File: src/rtl/imem_arbiter.sv
// Two-port read arbiter with an always-accepted loader write port in front of a synchronous SRAM.
// Define IMEM_ARBITER_ROUND_ROBIN_EN for round-robin contention; otherwise fetch always wins.
module imem_arbiter #(
  parameter int unsigned ADDR_WIDTH = 4,
  parameter int unsigned DATA_WIDTH = 4
) (
  input  logic                  clk,
  input  logic                  rst,
  input  logic                  f_valid,
  input  logic [ADDR_WIDTH-1:0] f_addr,
  output logic                  f_ready,
  input  logic                  d_valid,
  input  logic [ADDR_WIDTH-1:0] d_addr,
  output logic                  d_ready,
  output logic                  f_rvalid,
  output logic [DATA_WIDTH-1:0] f_rdata,
  output logic                  d_rvalid,
  output logic [DATA_WIDTH-1:0] d_rdata,
  input  logic                  w_valid,
  input  logic [ADDR_WIDTH-1:0] w_addr,
  input  logic [DATA_WIDTH-1:0] w_data,
  output logic                  mem_en,
  output logic                  mem_r,
  output logic                  mem_w,
  output logic [ADDR_WIDTH-1:0] mem_raddr,
  output logic [ADDR_WIDTH-1:0] mem_waddr,
  output logic [DATA_WIDTH-1:0] mem_wdata,
  input  logic [DATA_WIDTH-1:0] mem_rdata
);

  logic prio_q, prio_d;
  logic f_rvalid_q, d_rvalid_q;
  logic f_req, d_req, f_gnt, d_gnt, wr;

  // Eligibility excludes reads that collide with this cycle's write address.
  always_comb begin
    wr     = w_valid & ~rst;
    f_req  = f_valid & ~rst & ~(w_valid && (f_addr == w_addr));
    d_req  = d_valid & ~rst & ~(w_valid && (d_addr == w_addr));
    f_gnt  = f_req & (~d_req | ~prio_q);
    d_gnt  = d_req & ~f_gnt;
    prio_d = prio_q;
    if (f_req && d_req) begin
`ifdef IMEM_ARBITER_ROUND_ROBIN_EN
      prio_d = f_gnt;
`else
      prio_d = 1'b0;
`endif
    end
  end

  always_comb begin
    f_ready   = f_gnt;
    d_ready   = d_gnt;
    mem_r     = f_gnt | d_gnt;
    mem_w     = wr;
    mem_en    = f_gnt | d_gnt | wr;
    mem_raddr = d_gnt ? d_addr : f_addr;
    mem_waddr = w_addr;
    mem_wdata = w_data;
    f_rdata   = f_rvalid_q ? mem_rdata : '0;
    d_rdata   = d_rvalid_q ? mem_rdata : '0;
    f_rvalid  = f_rvalid_q;
    d_rvalid  = d_rvalid_q;
  end

  // Response strobes trail the grant by the SRAM's one-cycle read latency.
  always_ff @(posedge clk or posedge rst) begin
    if (rst) begin
      prio_q     <= 1'b0;
      f_rvalid_q <= 1'b0;
      d_rvalid_q <= 1'b0;
    end else begin
      prio_q     <= prio_d;
      f_rvalid_q <= f_gnt;
      d_rvalid_q <= d_gnt;
    end
  end

endmodule

File: config.mk
export PLATFORM = sky130hd
export DESIGN_NAME = imem_arbiter
export DESIGN_NICKNAME = d
export VERILOG_FILES = /design/src/rtl/imem_arbiter.sv
export SDC_FILE = /design/constraint.sdc
export NUM_CORES = 1
export LEC_CHECK = 0
export CAP_MARGIN = 30
export CORE_MARGIN = 1
export CORE_UTILIZATION = 25
export DETAILED_ROUTE_END_ITERATION = 8
export PLACE_DENSITY = 0.82
export SLEW_MARGIN = 15
export SYNTH_ARGS = -nofsm -noshare
export SYNTH_HDL_FRONTEND = slang
export SYNTH_SLANG_ARGS = --single-unit
File: constraint.sdc
create_clock -name clk -period 4.85 [get_ports clk]
set_clock_uncertainty 0.15 [all_clocks]
set_input_delay 1.2125 -clock clk [delete_from_list [all_inputs] [get_ports clk]]
set_output_delay 1.2125 -clock clk [all_outputs]
set_load 0.02 [all_outputs]
After elaboration in Yosys (flattened, before gate mapping) --
Cells that the tools add are included.
Operators by class: eq/ne operators 2, mux-type cells 3, bitwise operators 12, reduce and logical (&&, ||, !) cells 2
Operators with widths (count):
- $mux 4 | 3
- $eq 4x4->1 | 2
- $and 1x1->1 | 6
- $not 1->1 | 4
- $logic_and 1x1->1 | 2
- $or 1x1->1 | 2
Word-level totals: register bits 2, input bits 25, output and inout bits 27, word-level logic and storage cells 21

Longest topological paths before layout --
depth after elaboration 8, depth in mapped cells 6, gate-level depth less buffers 5

Least setup slack after synthesis --
Ideal clock, no wire load.
path type input-to-output, from input port w_addr[1], to output port mem_en, arrival time 2524 ps, slack 964 ps, stages 5, buffers on the path 0, cell sequence inv_1 -> a222oi_1 -> nor4b_1 -> o21ai_0 -> or2_2
Between the ends: longest elaborated chain between the ends 8
RTL lines:
- from (decl) | RTL line 20 | input logic [ADDR_WIDTH-1:0] w_addr,
- $eq 4x4->1 | RTL line 38 | f_req = f_valid & ~rst & ~(w_valid && (f_addr == w_addr));
- $logic_and 1x1->1 | RTL line 38
- $not 1->1 | RTL line 38
- $and 1x1->1 | RTL line 38
- $not 1->1 | RTL line 41 | d_gnt = d_req & ~f_gnt;
- $and 1x1->1 | RTL line 41
- $or 1x1->1 *
- net mem_r | RTL line 23 | output logic mem_r,
- $or 1x1->1 * | RTL line 57 | mem_en = f_gnt | d_gnt | wr;
- to (decl) | RTL line 22 | output logic mem_en,
Mark *: on every way through the listed nets, which the timed path passes. The rest lies on a longest branch.

Worst setup path in the final report --
from input port w_addr[1], to output port d_ready
Between the ends: longest elaborated chain between the ends 6
RTL lines:
- $eq 4x4->1 | RTL line 38
- $logic_and 1x1->1 | RTL line 38
- $not 1->1 | RTL line 38
- $and 1x1->1 | RTL line 38
- $not 1->1 | RTL line 41
- $and 1x1->1 * | RTL line 41
- to (decl) | RTL line 14 | output logic d_ready,
Every way passes the cells marked *; elsewhere a longest branch is shown, timed or not.

==> reports/qor.csv <==
stage,metric,value,unit
route,DRT Pass-1 Iters,4,
pwr,Pleak,0.360,nW
place,Port Buffers,43,
clocking,CTS tree,built,
route,DRT Wirelength,1.07,mm
pwr,peak supply drop,0.0657,mV
clocking,post-CTS setup buffer count,0,
layout,final non-filler cell total,101,
place,GPL Wtd Cong,0.722,
setup_path,Worst Path Required,3.49,ns
global_routing,pin count of the biggest net entering global routing,6,
synthesis,ys async rst share,100,%
layout,Layout Area Growth over Synthesis,113,%
pwr,PD cells,161,nW/um2
global_routing,vias in the first global route,409,
run,Max-Cap Viols,0,
clocking,clock transition at the registers of the reported paths,0.03,ns
setup_path,Worst Setup End Kind,primary output,
global_routing,initial antenna violation count,0,
clocking,Clock Path Buffers,2,
synthesis,share of the synthesized area in the top cell type,15.8,%
route,Detail Route Antenna Nets,0,
timing,Pins Over Slew Limit,0,
timing,Worst Tran Pin Value,0.260,ns
route,Via Count,456,
place,DP Wirelength,901,um
clocking,CTS root buffer,clkbuf_4,
synthesis,top post-synthesis cells by area,"buf_4, mux2_4, and2_1, dfrtp_1, xnor2_1",
synthesis,Post-synth top flop,dfrtp_1,
synthesis,Post-synth EDFFs,0,
place,Inst Count DP,98,
setup_path,crit path kind,input port to primary output,
synthesis,syn_nets,71,
floorplanning,DIE WIDTH,40.9,um
setup_path,Crit. Startpoint,w_addr[1],
clocking,TritonCTS buffer count,3,
timing,endpoints failing setup,0,
synthesis,"area leader, netlist",buf_4,
layout,antenna cell count,0,
global_routing,first-pass GRT wire length,1.49,mm
global_routing,overall routing resource usage,13.1,%
place,DP Worst Slack,-0.116,ns
synthesis,synthesized area,379,um2
floorplanning,num ports,52,
floorplanning,total core area,1350,um2
setup_path,Startpoint Class,input port,
timing,Fmax achieved,211,MHz
synthesis,library cells used by synthesis,18,
worst_hold_path,worst min-delay path class,input port to asynchronous set/reset pin,
synthesis,"Seq/Total Area, Yosys",13.2,%
floorplanning,Initial Util,28.1,%
outcome,status,finished clean,
synthesis,Synth Area per Inst,8.24,um2
clocking,Clock Sinks,2,
timing,Final Critical Period,4.73,ns
clocking,H-tree levels,1,
global_routing,GRT Residual Overflow,0,
route,drt initial violations,5,
floorplanning,die height,40.9,um
route,Via density,4.51,
timing,"Period Utilization, post-route",97.6,%
timing,final hold vios,0,
floorplanning,Cell Rows,13,
setup_path,crit path DAT,3.37,ns
synthesis,most instantiated cells after synthesis,"and2_1, buf_4, inv_1",
setup_path,crit-path max FO,5,
synthesis,cells after synthesis,46,
route,DR DRC count,0,
layout,"Net count, final",113,
route,WL/cell,10.6,um
synthesis,Syn. warnings,0,
floorplanning,die footprint,1680,um2
layout,share of cells above drive strength 1,16.3,%
timing,unrepaired setup endpoints after global routing,no,
layout,filler cell count,126,
timing,Rel. slew slack,82.6,%
synthesis,Seq cells post-synth,2,
timing,Final WS setup,0.118,ns
## routing by layer
| metal | track usage, % | routed length (um) |
|---|---|---|
| met1 | 13.3 | 395 |
| met2 | 25.0 | 559 |
| met4 | 5.83 | 0 |
| met5 | 0 | 0 |
| met3 | 2.72 | 112 |
## sequential cells by signal, summed over array words and instances (netlist names)
register,count
d_rvalid,1
f_rvalid,1
## critical path: stages
cell	delay (ns)
clkdlybuf4s50_1	0.42
buf_4	0.15
xnor2_1	0.15
nand3_1	0.10
o211ai_2	0.18
or3b_4	0.46
inv_1	0.10
clkdlybuf4s50_1	0.60
## kinds of logic after synthesis
kind of cell,share of synthesized area (%)
multiplexers,15.8
XOR/XNOR,11.6
buffers and inverters,24.8
flip-flops,13.2
AND/OR/NAND/NOR,24.4
AO/OA/AOI/OAI,10.2
## timing repair
action | in CTS | in global routing
hold buffers | 0 | 0
setup endpoints to repair | 4 | 0
gates resized for setup | 6 | 0
## stage by stage
stage          TNS (ns)  power (mW)  util [%]  area [um2]  hold slack (ns)
2_1_floorplan         0      0.0592         -         379            0.827
3_3_place_gp     -0.414      0.0944      57.7         779             1.28
6_report              0       0.129      59.7         806             1.07
3_5_place_dp     -0.448      0.0949      57.7         779             1.30
5_1_grt               0       0.139      59.7         806             1.08
4_1_cts               0       0.132      59.7         806             1.06
## cell type report
type | instances | area [um2] | share of cell area, %
Sequential cell | 2 | 50.0 | 6.21
Inverter | 6 | 22.5 | 2.80
Tap cell | 15 | 18.8 | 2.33
Clock buffer | 3 | 22.5 | 2.80
Timing Repair Buffer | 46 | 448 | 55.6
Multi-Input combinational cell | 29 | 244 | 30.3
## cell usage in the layout (no fill, tap or decap), types with 2 or more instances in the layout
cell / n
mux2_4: 4
o21ai_0: 2
and2_1: 8
dfrtp_1: 2
buf_4: 3
clkdlybuf4s50_1: 39
nand2_1: 2
xnor2_1: 4
dlygate4sd2_1: 4
inv_1: 6
clkbuf_4: 3
## where the power goes
| group | leakage [nW] | internal [mW] | switching, mW | total [mW] |
|---|---|---|---|---|
| clock network | 0.0138 | 0.0272 | 0.00863 | 0.0359 |
| registers | 0.0261 | 0.0178 | 0.000870 | 0.0186 |
| logic | 0.320 | 0.0434 | 0.0316 | 0.0750 |
## worst max path at each step
stage              endpoint  slack (ns)  cells past startpoint
6_report            d_ready        0.12                      8
5_1_grt              mem_en        0.01                      7
4_1_cts             d_ready        0.12                      8
3_5_place_dp   mem_raddr[1]       -0.12                      7
3_3_place_gp   mem_raddr[1]       -0.10                      7
2_1_floorplan        mem_en        0.96                      5
No activity file was read; power rests on OpenSTA's default activity.
